<file path="config.mk">
export PLATFORM = sky130hd
export DESIGN_NAME = peripheral_responder
export DESIGN_NICKNAME = d
export VERILOG_FILES = /design/src/rtl/periph_pkg.sv /design/src/rtl/periph_fifo.sv /design/src/rtl/peripheral_responder.sv
export SDC_FILE = /design/constraint.sdc
export NUM_CORES = 1
export LEC_CHECK = 0
export ABC_CLOCK_PERIOD_IN_PS = 12800
export BUFFER_PORTS_ARGS = -buffer_cell sky130_fd_sc_hd__buf_2
export CAP_MARGIN = 10
export CORE_MARGIN = 10
export CORE_UTILIZATION = 35
export CTS_CLUSTER_DIAMETER = 200
export DETAILED_ROUTE_END_ITERATION = 12
export PLACE_DENSITY = 0.53
export SYNTH_ARGS = -nofsm -noshare
export SYNTH_HDL_FRONTEND = slang
export SYNTH_SLANG_ARGS = --single-unit
</file>
<file path="constraint.sdc">
create_clock -name clock -period 12.8 [get_ports clock]
set_clock_uncertainty 0.05 [all_clocks]
set_input_delay 1.92 -clock clock [delete_from_list [all_inputs] [get_ports clock]]
set_output_delay 1.92 -clock clock [all_outputs]
set_load 0.03 [all_outputs]
</file>
<file path="src/rtl/periph_pkg.sv">
// Shared codes and response-state encoding for the peripheral responder.
// Used by periph_fifo and peripheral_responder.
package periph_pkg;

  localparam logic [1:0] CODE_RESULT = 2'b00;
  localparam logic [1:0] CODE_ACK    = 2'b01;
  localparam logic [1:0] CODE_NACK   = 2'b11;

  typedef enum logic [1:0] {
    ST_IDLE = 2'd0,
    ST_ACK  = 2'd1,
    ST_NACK = 2'd2
  } resp_state_e;

endpackage

</file>
<file path="src/rtl/periph_fifo.sv">
// Power-of-two result buffer with extra-MSB pointers.
// Caller guarantees no push when full without pop, no pop when empty.
module periph_fifo
  import periph_pkg::*;
#(
  parameter int WIDTH = 34,
  parameter int DEPTH = 8
) (
  input  logic             clk,
  input  logic             rst_n,
  input  logic             i_push,
  input  logic             i_pop,
  input  logic [WIDTH-1:0] i_data,
  output logic             o_full,
  output logic             o_empty,
  output logic [WIDTH-1:0] o_head
);

  localparam int AW = $clog2(DEPTH);

  logic [AW:0]      r_wr;
  logic [AW:0]      r_rd;
  logic [WIDTH-1:0] r_mem [DEPTH];

  always_ff @(posedge clk or negedge rst_n) begin
    if (!rst_n) begin
      r_wr <= '0;
      r_rd <= '0;
    end else begin
      if (i_push) r_wr <= r_wr + 1'b1;
      if (i_pop)  r_rd <= r_rd + 1'b1;
    end
  end

  // Storage is not reset; the pointers alone define occupancy.
  always_ff @(posedge clk) begin
    if (i_push) r_mem[r_wr[AW-1:0]] <= i_data;
  end

  assign o_empty = (r_wr == r_rd);
  assign o_full  = (r_wr[AW] != r_rd[AW]) &&
                   (r_wr[AW-1:0] == r_rd[AW-1:0]);
  assign o_head  = r_mem[r_rd[AW-1:0]];

endmodule

</file>
<file path="src/rtl/peripheral_responder.sv">
// Buffers core result words for a host and answers each core strobe.
// Define PERIPH_RESP_ACK_EN to enable the ACK/NACK response channel.
module peripheral_responder
  import periph_pkg::*;
#(
  parameter int DATA_WIDTH = 32,
  parameter int FIFO_DEPTH = 8,
  parameter int CNT_WIDTH  = 16
) (
  input  logic                  clock,
  input  logic                  reset,
  input  logic [1:0]            to_peripheral,
  input  logic [DATA_WIDTH-1:0] to_peripheral_data,
  input  logic                  to_peripheral_valid,
  output logic [1:0]            from_peripheral,
  output logic [31:0]           from_peripheral_data,
  output logic                  from_peripheral_valid,
  output logic [1:0]            host_code,
  output logic [DATA_WIDTH-1:0] host_data,
  output logic                  host_valid,
  input  logic                  host_ready,
  output logic                  overflow,
  output logic [CNT_WIDTH-1:0]  accepted_count,
  output logic [CNT_WIDTH-1:0]  dropped_count
);

  logic                    w_full;
  logic                    w_empty;
  logic                    w_push;
  logic                    w_pop;
  logic                    w_drop;
  logic [DATA_WIDTH+1:0]   w_head;
  logic                    r_ovf;
  logic [CNT_WIDTH-1:0]    r_acc;
  logic [CNT_WIDTH-1:0]    r_drp;

  assign w_pop  = !w_empty && host_ready;
  assign w_push = to_peripheral_valid && (!w_full || w_pop);
  assign w_drop = to_peripheral_valid && w_full && !w_pop;

  periph_fifo #(
    .WIDTH (DATA_WIDTH + 2),
    .DEPTH (FIFO_DEPTH)
  ) u_fifo (
    .clk     (clock),
    .rst_n   (reset),
    .i_push  (w_push),
    .i_pop   (w_pop),
    .i_data  ({to_peripheral, to_peripheral_data}),
    .o_full  (w_full),
    .o_empty (w_empty),
    .o_head  (w_head)
  );

  assign host_valid = !w_empty;
  assign host_code  = w_head[DATA_WIDTH+1:DATA_WIDTH];
  assign host_data  = w_head[DATA_WIDTH-1:0];

  always_ff @(posedge clock or negedge reset) begin
    if (!reset) begin
      r_ovf <= 1'b0;
      r_acc <= '0;
      r_drp <= '0;
    end else begin
      if (w_push) r_acc <= r_acc + 1'b1;
      if (w_drop) r_ovf <= 1'b1;
      if (w_drop && (r_drp != '1)) r_drp <= r_drp + 1'b1;
    end
  end

  assign overflow       = r_ovf;
  assign accepted_count = r_acc;
  assign dropped_count  = r_drp;

`ifdef PERIPH_RESP_ACK_EN
  resp_state_e           r_state;
  logic [DATA_WIDTH-1:0] r_drop_word;
  logic [31:0]           w_acc32;
  logic [31:0]           w_drop32;

  always_ff @(posedge clock or negedge reset) begin
    if (!reset) begin
      r_state     <= ST_IDLE;
      r_drop_word <= '0;
    end else begin
      unique case (1'b1)
        w_push:  r_state <= ST_ACK;
        w_drop:  r_state <= ST_NACK;
        default: r_state <= ST_IDLE;
      endcase
      if (w_drop) r_drop_word <= to_peripheral_data;
    end
  end

  if (CNT_WIDTH >= 32) begin : g_acc_trunc
    assign w_acc32 = r_acc[31:0];
  end else begin : g_acc_ext
    assign w_acc32 = {{(32-CNT_WIDTH){1'b0}}, r_acc};
  end

  if (DATA_WIDTH >= 32) begin : g_drop_trunc
    assign w_drop32 = r_drop_word[31:0];
  end else begin : g_drop_ext
    assign w_drop32 = {{(32-DATA_WIDTH){1'b0}}, r_drop_word};
  end

  always_comb begin
    from_peripheral       = CODE_RESULT;
    from_peripheral_data  = '0;
    from_peripheral_valid = 1'b0;
    unique case (r_state)
      ST_ACK: begin
        from_peripheral       = CODE_ACK;
        from_peripheral_data  = w_acc32;
        from_peripheral_valid = 1'b1;
      end
      ST_NACK: begin
        from_peripheral       = CODE_NACK;
        from_peripheral_data  = w_drop32;
        from_peripheral_valid = 1'b1;
      end
      default: ;
    endcase
  end
`else
  assign from_peripheral       = '0;
  assign from_peripheral_data  = '0;
  assign from_peripheral_valid = 1'b0;
`endif

endmodule

</file>
# Word-level counts from Yosys, hierarchy flattened
# Memory sizes are Yosys's and may differ from the RTL's.
# Index checks and enable logic that the tools add are counted.
# W data, S select, Z words.
# totals
register_bits	41
ram_bits	272
inputBits	38
elab_cells	26
memories	1
# memory_table
name	words	word_bits	rd	rd_ports_with_merged_regs	wr	line_no	rtl
u_fifo.r_mem	8	34	1	0	1	periph_fifo.sv:23	logic [WIDTH-1:0] r_mem [DEPTH];
# op_classes
add_sub_neg	4
n_eq_ne	4
n_mux	2
reduce_logical	10
# op_table
cell	count
$add A16 B1 Y16 const B	2
$ne A16 B16 Y1 const B	1
$add A4 B1 Y4 const B	2
$logic_and A1 B1 Y1	6
$eq A4 B4 Y1	1
$eq A3 B3 Y1	1
$logic_not A1 Y1	3
$mux W1	2
$logic_or A1 B1 Y1	1
$ne A1 B1 Y1	1

# Depth between registers and ports, before layout
# Gate-level depths: netlist of the first run.
# depth
word_depth	7
depth_mapped	8
ltp_nobuf	5

# Cells and area by module
# From an unflattened synthesis of the first run, not the netlist that was laid out.
# unflattened
hier_cells	611
area_unflattened_um2	12808.5
# modules_own_cells
module	instances	cells_per_inst	area_per_inst_um2
periph_fifo	1	437	10911.7
peripheral_responder	1	174	1896.8

# Worst setup path before layout of the first run
# Ideal clock, no wire load.
# synth_path
path_kind	input to register
startpoint	input host_ready
endpoint	memory u_fifo.r_mem[4][0], enable pin
setup_time_ps	523
arrival_time_ps	6258
required_time_ps	12227
slack_ps	5969
stages	5
path_buffers	2
path_cell_list	buf_1 or2_1 o21ai_2 buf_4 nor4b_1
# synth_between
elab_chain_len	5
# synth_rtl
item	line_no	rtl
start: declaration	peripheral_responder.sv:21	input logic host_ready,
$logic_and A1 B1 Y1	peripheral_responder.sv:37	assign w_pop = !w_empty && host_ready;
$logic_or A1 B1 Y1	peripheral_responder.sv:38	assign w_push = to_peripheral_valid && (!w_full || w_pop);
$logic_and A1 B1 Y1	peripheral_responder.sv:38	
$mux W1	periph_fifo.sv:37	if (i_push) r_mem[r_wr[AW-1:0]] <= i_data;
$mux W1 (implied by the code)	periph_fifo.sv:37	
end: declaration	periph_fifo.sv:23	
# No other way between the ends.

# Worst setup path in the final report of the first run
# layout_path
startpoint	register u_fifo.r_rd[0]
endpoint	output host_data[20]
# layout_between
elab_chain_len	1
# layout_rtl
item	line_no	rtl
start: declaration	periph_fifo.sv:22	logic [AW:0] r_rd;
start signal: assignment	periph_fifo.sv:31	if (i_pop) r_rd <= r_rd + 1'b1;
$mem_v2 Z8 W34	-	
end: declaration	peripheral_responder.sv:19	output logic [DATA_WIDTH-1:0] host_data,
# No other way between the ends.

==> flow_summary.toml, run 1 <==
[final_layout]
syn2layout_area_growth_pct = 16.7
final_common_cell = "edfxtp_1"
fin_nets = 800
final_cell_mix = "edfxtp_1 (272), buf_2 (105), mux4_2 (68)"
drive_above_1_share_pct = 38.7
fin_area_um2 = 14800
multiInputGateArea_um2 = 3240
regArea_um2 = 9200
num-fill-cells = 3132

[synthesis]
ys_warn_count = 0
synth-adder-area-share_pct = 0.394
muxShareOfSynthArea_pct = 15.6
seq_area_frac_synth_pct = 72.5
yosysTopAreaCellShare_pct = 64.4
netlist_instances = 632
synthArstFlopShare_pct = 13.1
synth_ff_type = "edfxtp_1"
synth_edf_count = 272
ys_types = 41
synth_area_leaders = "edfxtp_1 (64%), mux4_2 (12%), dfrtp_1 (8.1%)"
synth_area_leader_cell = "edfxtp_1"
synth_xor_area_share_pct = 2.77
yosys.area_share.simple_pct = 3.84
avgSynthCellArea_um2 = 20.1
synth_compound_area_share_pct = 1.38
syn-cell-area_um2 = 12700
synth_top_family_by_area = "multiplexers"
yosys_register_bits = 313

[timing]
worstMarginPinSlew_ps = 1060
setup_viol = 0
rsz0062_at_grt = "false"
period_needed_ps = 5220
max_freq_mhz = 192
maxSlewHeadroom_pct = 29.4
slew_viol_final = 0
fin_setup_tns_ps = 0
hold_violations = 0
timing.final.crit_share_pct = 40.8

[clocking]
ctsResizeCount = 0
hold_buffers = 0
htreeDepth = 2
clock_path_buffers = 3
cts_buffers = 36
clk_pin_slew_worst_paths_ps = 60
numClockSinks = 313
clk_latency_ps = 500
cts_setup_buffers = 0
clock-root-buffer = "clkbuf_16"
cts_tree = "yes"

[power_and_ir_drop]
p_int_mw = 2.32
ir_worst_vdd_uv = 159
p_leak_nw = 5.18
clockPowerShare_pct = 27.9
pwr-share-seq_pct = 40.7
power_switching_mw = 1.18
p_per_area_nw_per_um2 = 236
swShare_pct = 33.8
power_frac_comb_pct = 31.4
total_power_mw = 3.50

[routing]
drt_iter0_markers = 316
via_per_inst = 5.01
ant_nets = 0
drcViolationCount = 0
drtPass1Iterations = 4
vias = 6234
routedWlPerCell_um = 22.0
routed_wl_um = 27400

[floorplan]
start_util_pct = 35.6
core_um2 = 35700
die-area_um2 = 44300
die_height_um = 210
io_pins = 141
die_w_um = 210
rows = 69

[placed_design]
port_buffers = 105
dpl_cell_area_um2 = 13700
dp_hpwl_um = 16100
globalplace.congestion = 0.761

[min_path]
min_path_type = "flop to flop"

[worst_setup_path]
critPathMaxFanout = 44
critical_path_class = "flop to primary output"
cp-start-kind = "flop"
cpMaxStageDelayCell = "buf_4"
arrival_ps = 3250
worst-path-buf-inv = 2
cp_cell_sequence = "buf_4 > mux4_2 > mux2_2 > buf_2"
cp_slowest_stage_delay_ps = 810
cp_data_required_time_ps = 10830
path_delay_family = "buffers and inverters"
critPathCaptureType = "primary output"

[global_route]
grt-ovfl-total = 0
grt_pass1_vias = 6757
grt_max_degree = 73
antenna_found_initial = 6
grt_use_total_pct = 12.2
grt_pass1_wl_um = 41900

[outcome]
status = "completed"

[run]
max_cap_violations = 0
metrics by stage:
step	util, %	cells	hold slack (ps)	worst slack [ps]
6_report	41.5	1245	407	7580
5_1_grt	41.5	1244	437	7300
4_1_cts	41.5	1244	413	7450
3_5_place_dp	38.4	1181	403	7990
3_3_place_gp	38.4	1181	396	8020
2_1_floorplan	-	666	500	5970
cell type report:
type	count	share of cell area (%)
Timing Repair Buffer	121	4.36
Tap cell	461	3.89
Sequential cell	313	62.1
Inverter	3	0.0760
Clock buffer	43	6.33
Clock inverter	20	1.32
Multi-Input combinational cell	283	21.9
Antenna cell	1	0.0169
power by group through the flow:
stage,clock [mW],sequential (mW),combinational (mW)
floorplan,0,1.38,0.877
global placement,0,1.44,1.12
detailed placement,0,1.45,1.13
CTS,1.00,1.43,1.13
global route,1.05,1.45,1.18
finish,0.976,1.42,1.10
synthesized netlist by cell type (all sizes together), types with 2 or more instances:
| library cell | count |
|---|---|
| edfxtp | 272 |
| mux4 | 68 |
| buf | 55 |
| dfrtp | 41 |
| mux2 | 40 |
| xnor2 | 22 |
| nand4 | 20 |
| xor2 | 16 |
| nand2 | 13 |
| clkbuf | 12 |
| nand3 | 12 |
| a211oi | 7 |
| a21oi | 6 |
| and3 | 6 |
| and4 | 6 |
| a2111oi | 4 |
| ha | 4 |
| nor2 | 4 |
| nor4b | 4 |
| inv | 3 |
| nor3 | 3 |
| nor4 | 3 |
| and2 | 2 |
| o21ai | 2 |
sequential cells by signal, indices dropped and copies added (netlist names):
name,cells
accepted_count,16
dropped_count,16
overflow,1
u_fifo.r_mem,272
u_fifo.r_rd,4
u_fifo.r_wr,4
cells by family (layout without fill, tap and decap cells):
kind of cell,count (synthesis),in the layout
AOI/OAI and AO/OA,21,21
xor gates and xnor gates,38,38
adders and majority gates,4,4
buffers and inverters,70,187
DFF,313,313
muxes,108,108
other,1,36
and+or+nand+nor,77,77
routing by layer:
layer / wire [um] / global-route usage [%] / share of wire, % / vias to the layer above
li1: - / - / - / 2750
met1: 12000 / 15.9 / 44 / 3263
met2: 13000 / 19.8 / 48 / 167
met3: 1810 / 3.53 / 6.6 / 46
met4: 466 / 2.97 / 1.7 / 8
met5: 55 / 0 / 0.20 / -
path summary, 6_finish.rpt:
path,slack (ps),to,depth (start not counted),from
setup / recovery,7580,host_data[20],4,u_fifo.r_rd[0]
hold reg to reg,410,accepted_count[15],1,accepted_count[15]
max in group asynchronous,10450,u_fifo.r_rd[1],1,reset
min in group asynchronous,1510,dropped_count[4],1,reset
hold / removal,410,accepted_count[15],1,accepted_count[15]
setup reg to reg,9800,u_fifo.r_mem[2][30],5,u_fifo.r_rd[1]
Power figures use the tool's default switching activity.
==> inputs of run 2 (changes only) <==
--- a/config.mk
+++ b/config.mk
@@ -5,14 +5,15 @@
 export SDC_FILE = /design/constraint.sdc
 export NUM_CORES = 1
 export LEC_CHECK = 0
-export ABC_CLOCK_PERIOD_IN_PS = 12800
+export ABC_AREA = 1
+export ABC_CLOCK_PERIOD_IN_PS = 4200
 export BUFFER_PORTS_ARGS = -buffer_cell sky130_fd_sc_hd__buf_2
 export CAP_MARGIN = 10
 export CORE_MARGIN = 10
 export CORE_UTILIZATION = 35
 export CTS_CLUSTER_DIAMETER = 200
 export DETAILED_ROUTE_END_ITERATION = 12
-export PLACE_DENSITY = 0.53
+export PLACE_DENSITY = 0.55
 export SYNTH_ARGS = -nofsm -noshare
 export SYNTH_HDL_FRONTEND = slang
 export SYNTH_SLANG_ARGS = --single-unit
==> constraint.sdc (replaced) <==
create_clock -name clock -period 4.2 [get_ports clock]
set_clock_uncertainty 0.05 [all_clocks]
set_input_delay 0.63 -clock clock [delete_from_list [all_inputs] [get_ports clock]]
set_output_delay 0.63 -clock clock [all_outputs]
set_load 0.03 [all_outputs]
==> run 2 against run 1 <==
Effect of this change: clock power grew to 3.1 times the previous value; design area is 3.7% higher; critical path depth is 2 higher; global-route usage is 1.4 points higher; critical path type unchanged; largest cell class unchanged; largest power group unchanged; highest routed layer unchanged.
==> flow_summary.toml, run 2 <==
[global_route]
grt_max_degree = 114
grt_pass1_wl_um = 50400
grt_use_total_pct = 13.6
grt-ovfl-total = 0
grt_pass1_vias = 8603
antenna_found_initial = 7

[final_layout]
final_common_cell = "edfxtp_1"
syn2layout_area_growth_pct = 15.9
final_cell_mix = "edfxtp_1 (272), nand2_1 (244), nor2_1 (163)"
largest_register_ffs = 272
fin_nets = 1295
drive_above_1_share_pct = 16.1

[worst_setup_path]
critPathCaptureType = "primary output"
arrival_ps = 2990
r2r_setup_slack_ps = 1070
critical_path_class = "flop to primary output"
critPathMaxFanout = 113
r2r-start = "u_fifo.r_rd[0]"
cp_data_required_time_ps = 3520
r2r_cells = 10
cp-start-kind = "flop"
r2r-end = "u_fifo.r_mem[5][4]"

[synthesis]
ys_types = 34
synth_area_leaders = "edfxtp_1 (62%), dfrtp_1 (7.7%), nand2_1 (6.9%)"
netlist_instances = 1155
synth_ff_type = "edfxtp_1"
yosys_register_bits = 313
ys_warn_count = 0
synthArstFlopShare_pct = 13.1
avgSynthCellArea_um2 = 11.5
synth_edf_count = 272
yosysTopAreaCellShare_pct = 61.7
seq_area_frac_synth_pct = 69.4
synth_area_leader_cell = "edfxtp_1"
synth_common_cells = "edfxtp_1 (272), nand2_1 (244), nor2_1 (171)"
syn-cell-area_um2 = 13200
post-synth-top-count-cell = "edfxtp_1"

[timing]
rsz0062_at_grt = "false"
setup_ws_ps = 530
fin_setup_tns_ps = 0
max_freq_mhz = 273
timing.final.crit_share_pct = 87.4
hold_violations = 0
slew_viol_final = 0
setup_viol = 0
maxSlewHeadroom_pct = 24.0
worstMarginPinSlew_ps = 1140
period_needed_ps = 3670

[power_and_ir_drop]
power_switching_mw = 4.22
ir_worst_vdd_uv = 368
total_power_mw = 10.8
power_frac_comb_pct = 35.0
p_per_area_nw_per_um2 = 706
swShare_pct = 38.9
p_int_mw = 6.63
pwr-share-seq_pct = 37.4
p_leak_nw = 5.71
clockPowerShare_pct = 27.6

[clocking]
cts_setup_buffers = 0
clk_pin_slew_worst_paths_ps = 60
ctsResizeCount = 0
hold_buffers = 0
cts_tree = "yes"
clk_latency_ps = 510
clock-root-buffer = "clkbuf_16"
cts_buffers = 35
numClockSinks = 313
htreeDepth = 2
clock_path_buffers = 3

[routing]
routedWlPerCell_um = 17.8
drcViolationCount = 0
drtPass1Iterations = 4
via_per_inst = 4.83
vias = 8664
routed_wl_um = 31900
ant_nets = 0
drt_iter0_markers = 520

[placed_design]
dp_slack_ps = 1040
port_buffers = 105
globalplace.congestion = 0.780
dp_hpwl_um = 17900

[outcome]
status = "completed"

[floorplan]
core_um2 = 37500
die_w_um = 215
die_height_um = 215
io_pins = 141
rows = 71
die-area_um2 = 46000
start_util_pct = 35.3

[min_path]
min_path_type = "input pin to asynchronous set/reset pin"

[run]
max_cap_violations = 0
[run 2: worst max-delay path, stage by stage, from the launching register on]
cell     delay [ps]
dfrtp_4         610
buf_4           930
o21ai_0         220
o22ai_1         220
nand2_1          80
nand2_1         140
buf_2           220
[run 2: layout make-up]
cell class	count	area, um2
diodes	3	7.51
clock buffers	48	966
clock inverters	15	163
fillers	3589	22100
inverters	29	114
multi-input cells	753	3580
flip-flops and latches	313	9200
well taps	511	639
repair buffers	121	683
[run 2: power groups by stage]
stage / clock network (mW) / registers [mW] / logic (mW)
2_1_floorplan: 0 / 4.12 / 2.63
3_3_place_gp: 0 / 4.12 / 3.85
3_5_place_dp: 0 / 4.12 / 3.86
4_1_cts: 3.07 / 4.06 / 3.87
5_1_grt: 3.19 / 4.10 / 4.24
6_report: 2.99 / 4.06 / 3.80
[run 2: worst max-delay path by stage]
stage	from	end	slack, ps	depth (start not counted)
final	u_fifo.r_rd[0]	host_data[19]	530	6
after global routing	u_fifo.r_rd[0]	host_data[23]	260	6
after CTS	u_fifo.r_rd[0]	host_data[19]	520	6
after detailed placement	u_fifo.r_rd[0]	u_fifo.r_mem[5][9]	1040	10
after global placement	u_fifo.r_rd[0]	u_fifo.r_mem[0][18]	1080	10
after floorplan	u_fifo.r_rd[1]	u_fifo.r_mem[0][0]	1120	10
[run 2: routing by layer]
layer | share of wire [%] | global-route usage (%) | up-vias
met5 | 0.15 | 0 | -
met4 | 1.7 | 3.59 | 8
met3 | 6.7 | 3.74 | 45
met2 | 47 | 22.1 | 215
met1 | 45 | 17.5 | 4215
li1 | - | - | 4181
[run 2: kinds of logic after synthesis]
kind of cell / synth area share [%]
simple gates: 14.9
flops: 69.4
compound gates: 8.69
buf+inv: 4.98
xor+xnor: 1.65
fa+ha+maj: 0.378
other cells: 0.0283
[run 2: per-stage QoR]
| step | std cells | hold slack (ps) | instance area, um2 | util [%] |
|---|---|---|---|---|
| 2_1_floorplan | 1189 | 284 | 13400 | - |
| 3_3_place_gp | 1727 | 398 | 14200 | 37.9 |
| 3_5_place_dp | 1727 | 406 | 14200 | 37.9 |
| 4_1_cts | 1790 | 246 | 15300 | 40.9 |
| 5_1_grt | 1791 | 305 | 15300 | 40.9 |
| 6_report | 1793 | 227 | 15400 | 41.0 |
==> inputs of run 3 (changes only) <==
--- a/config.mk
+++ b/config.mk
@@ -11,6 +11,7 @@
 export CAP_MARGIN = 10
 export CORE_MARGIN = 10
 export CORE_UTILIZATION = 35
+export CTS_BUF_LIST = sky130_fd_sc_hd__clkbuf_2
 export CTS_CLUSTER_DIAMETER = 200
 export DETAILED_ROUTE_END_ITERATION = 12
 export PLACE_DENSITY = 0.55
==> run 3 against run 2 <==
Effect of this change: sequential share of layout area up 0.078 points; register-to-register slack worse by 20 ps; final cell count up 6.3%; global-route usage up 0.35 points; die area unchanged; utilization down 0.053 points; wire length up 2.1%; via count up 4.7%; maximum frequency down 2.8%; design area down 0.13%; worst hold slack better by 160 ps; first-iteration DRC count up 7.3%; critical path type unchanged; critical endpoint is now host_data[12]; largest power group unchanged.
==> flow_summary.toml, run 3 (synthesis results as in run 2) <==
[clocking]
clk_latency_ps = 880
cts_tree = "yes"
cts_setup_buffers = 0
clk_pin_slew_worst_paths_ps = 120
numClockSinks = 313
clock-root-buffer = "clkbuf_2"
clock_path_buffers = 3
cts_buffers = 83
htreeDepth = 3

[timing]
timing.final.crit_share_pct = 89.9
max_freq_mhz = 265
setup_ws_ps = 423
hold_slack_ps = 388
period_needed_ps = 3780
slew_viol_final = 0
hold_violations = 0
maxSlewHeadroom_pct = 36.3
worstMarginPinSlew_ps = 956
fin_setup_tns_ps = 0
rsz0062_at_grt = "false"
setup_viol = 0

[routing]
drcViolationCount = 0
ant_nets = 0
drt_iter0_markers = 558
routed_wl_um = 32500
vias = 9071
drtPass1Iterations = 5
routedWlPerCell_um = 17.1
via_per_inst = 4.76

[worst_setup_path]
cpMostUsedCell = "nand2_1"
critPathCaptureType = "primary output"
critPathMaxFanout = 61
startpoint = "u_fifo.r_rd[0]"
crit_path_end = "host_data[12]"
cpMaxStageDelayCell = "dfrtp_4"
r2r_setup_slack_ps = 1050
r2r-start = "u_fifo.r_rd[0]"
critical_path_class = "flop to primary output"
cp_cell_sequence = "inv_4 > buf_4 > o21ai_0 > o22ai_1 > nand2_1 > nand2_1 > buf_2"
r2r_cells = 10
cp_data_required_time_ps = 3520
arrival_ps = 3100
cp-start-kind = "flop"
cp_slowest_stage_delay_ps = 620
r2r-end = "u_fifo.r_mem[5][6]"

[floorplan]
die-area_um2 = 46000
core_um2 = 37500
rows = 71
die_w_um = 215
die_height_um = 215
start_util_pct = 35.3
io_pins = 141

[global_route]
grt_use_total_pct = 13.9
grt_pass1_wl_um = 51300
grt-ovfl-total = 0
use_met2_pct = 22.0
grt_util_met3_pct = 4.05
gr-usage-met1_pct = 17.9
top_usage_layer = "met2"
grt_pass1_vias = 9069
antenna_found_initial = 4
grt_max_degree = 114

[final_layout]
final_util_pct = 40.9
multiInputGateArea_um2 = 3580
syn2layout_area_growth_pct = 15.8
num-fill-cells = 3664
final_common_cell = "edfxtp_1"
drive_above_1_share_pct = 20.5
final_cell_mix = "edfxtp_1 (272), nand2_1 (244), nor2_1 (163)"
regArea_um2 = 9200
fin_nets = 1380
largest_register_ffs = 272

[power_and_ir_drop]
p_leak_nw = 5.89
ir_worst_vdd_uv = 351
p_per_area_nw_per_um2 = 650
total_power_mw = 9.97

[placed_design]
globalplace.congestion = 0.780
dp_slack_ps = 1040
dp_hpwl_um = 17900
port_buffers = 105

[run]
max_cap_violations = 0

[outcome]
status = "completed"

[min_path]
min_path_type = "input pin to asynchronous set/reset pin"
## run 3: cell types whose count changed in the layout (fill, tap and decap cells not counted), sizes merged
cell and change:
clkinv +8, dlygate4sd3 +37, bufinv -1, clkbuf +70
clkinvlp -1
## run 3: stage by stage
step | cell area [um2] | instances
finish | 15300 | 1906
global route | 15300 | 1906
CTS | 15300 | 1903
detailed placement | 14200 | 1727
global placement | 14200 | 1727
floorplan | 13400 | 1189
## run 3: power by group
group / leakage [nW] / switching, mW / internal (mW) / total, mW
logic: 2.32 / 2.81 / 1.02 / 3.83
clock network: 0.559 / 1.21 / 0.872 / 2.09
registers: 3.01 / 0.226 / 3.82 / 4.05
total: 5.89 / 4.25 / 5.72 / 9.97
## run 3: worst min-delay path by stage
stage,depth (start not counted),from,end
after floorplan,0,reset,accepted_count[0]
after global placement,1,overflow,overflow
after detailed placement,1,overflow,overflow
after CTS,2,reset,dropped_count[7]
after global routing,2,reset,dropped_count[14]
final,2,reset,dropped_count[7]
## run 3: layout make-up
class / count / share of cell area [%]
Clock inverter: 21 / 0.938
Sequential cell: 313 / 60.0
Tap cell: 511 / 4.17
Multi-Input combinational cell: 753 / 23.4
Inverter: 29 / 0.743
Timing Repair Buffer: 158 / 6.90
Clock buffer: 118 / 3.85
Antenna cell: 3 / 0.0490
## run 3: routing by layer
metal  up-vias  part of all wire [%]
met4         2                   1.7
met1      4330                    45
met2       297                    47
met5         -                 0.028
met3        53                   6.5
li1       4389                     -
## run 3: timing repair
action                                 in CTS  in global routing
setup endpoints to repair                   0                 28
hold buffers                               37                  0
resized for setup                           0                  1
endpoints found under the hold margin     316                  0
## run 3: critical path: cells and delay by family (launching register included)
kind            cells  cell delay, ps
compound gates      2             420
buf+inv             3            1000
flops               1             620
simple gates        2             170
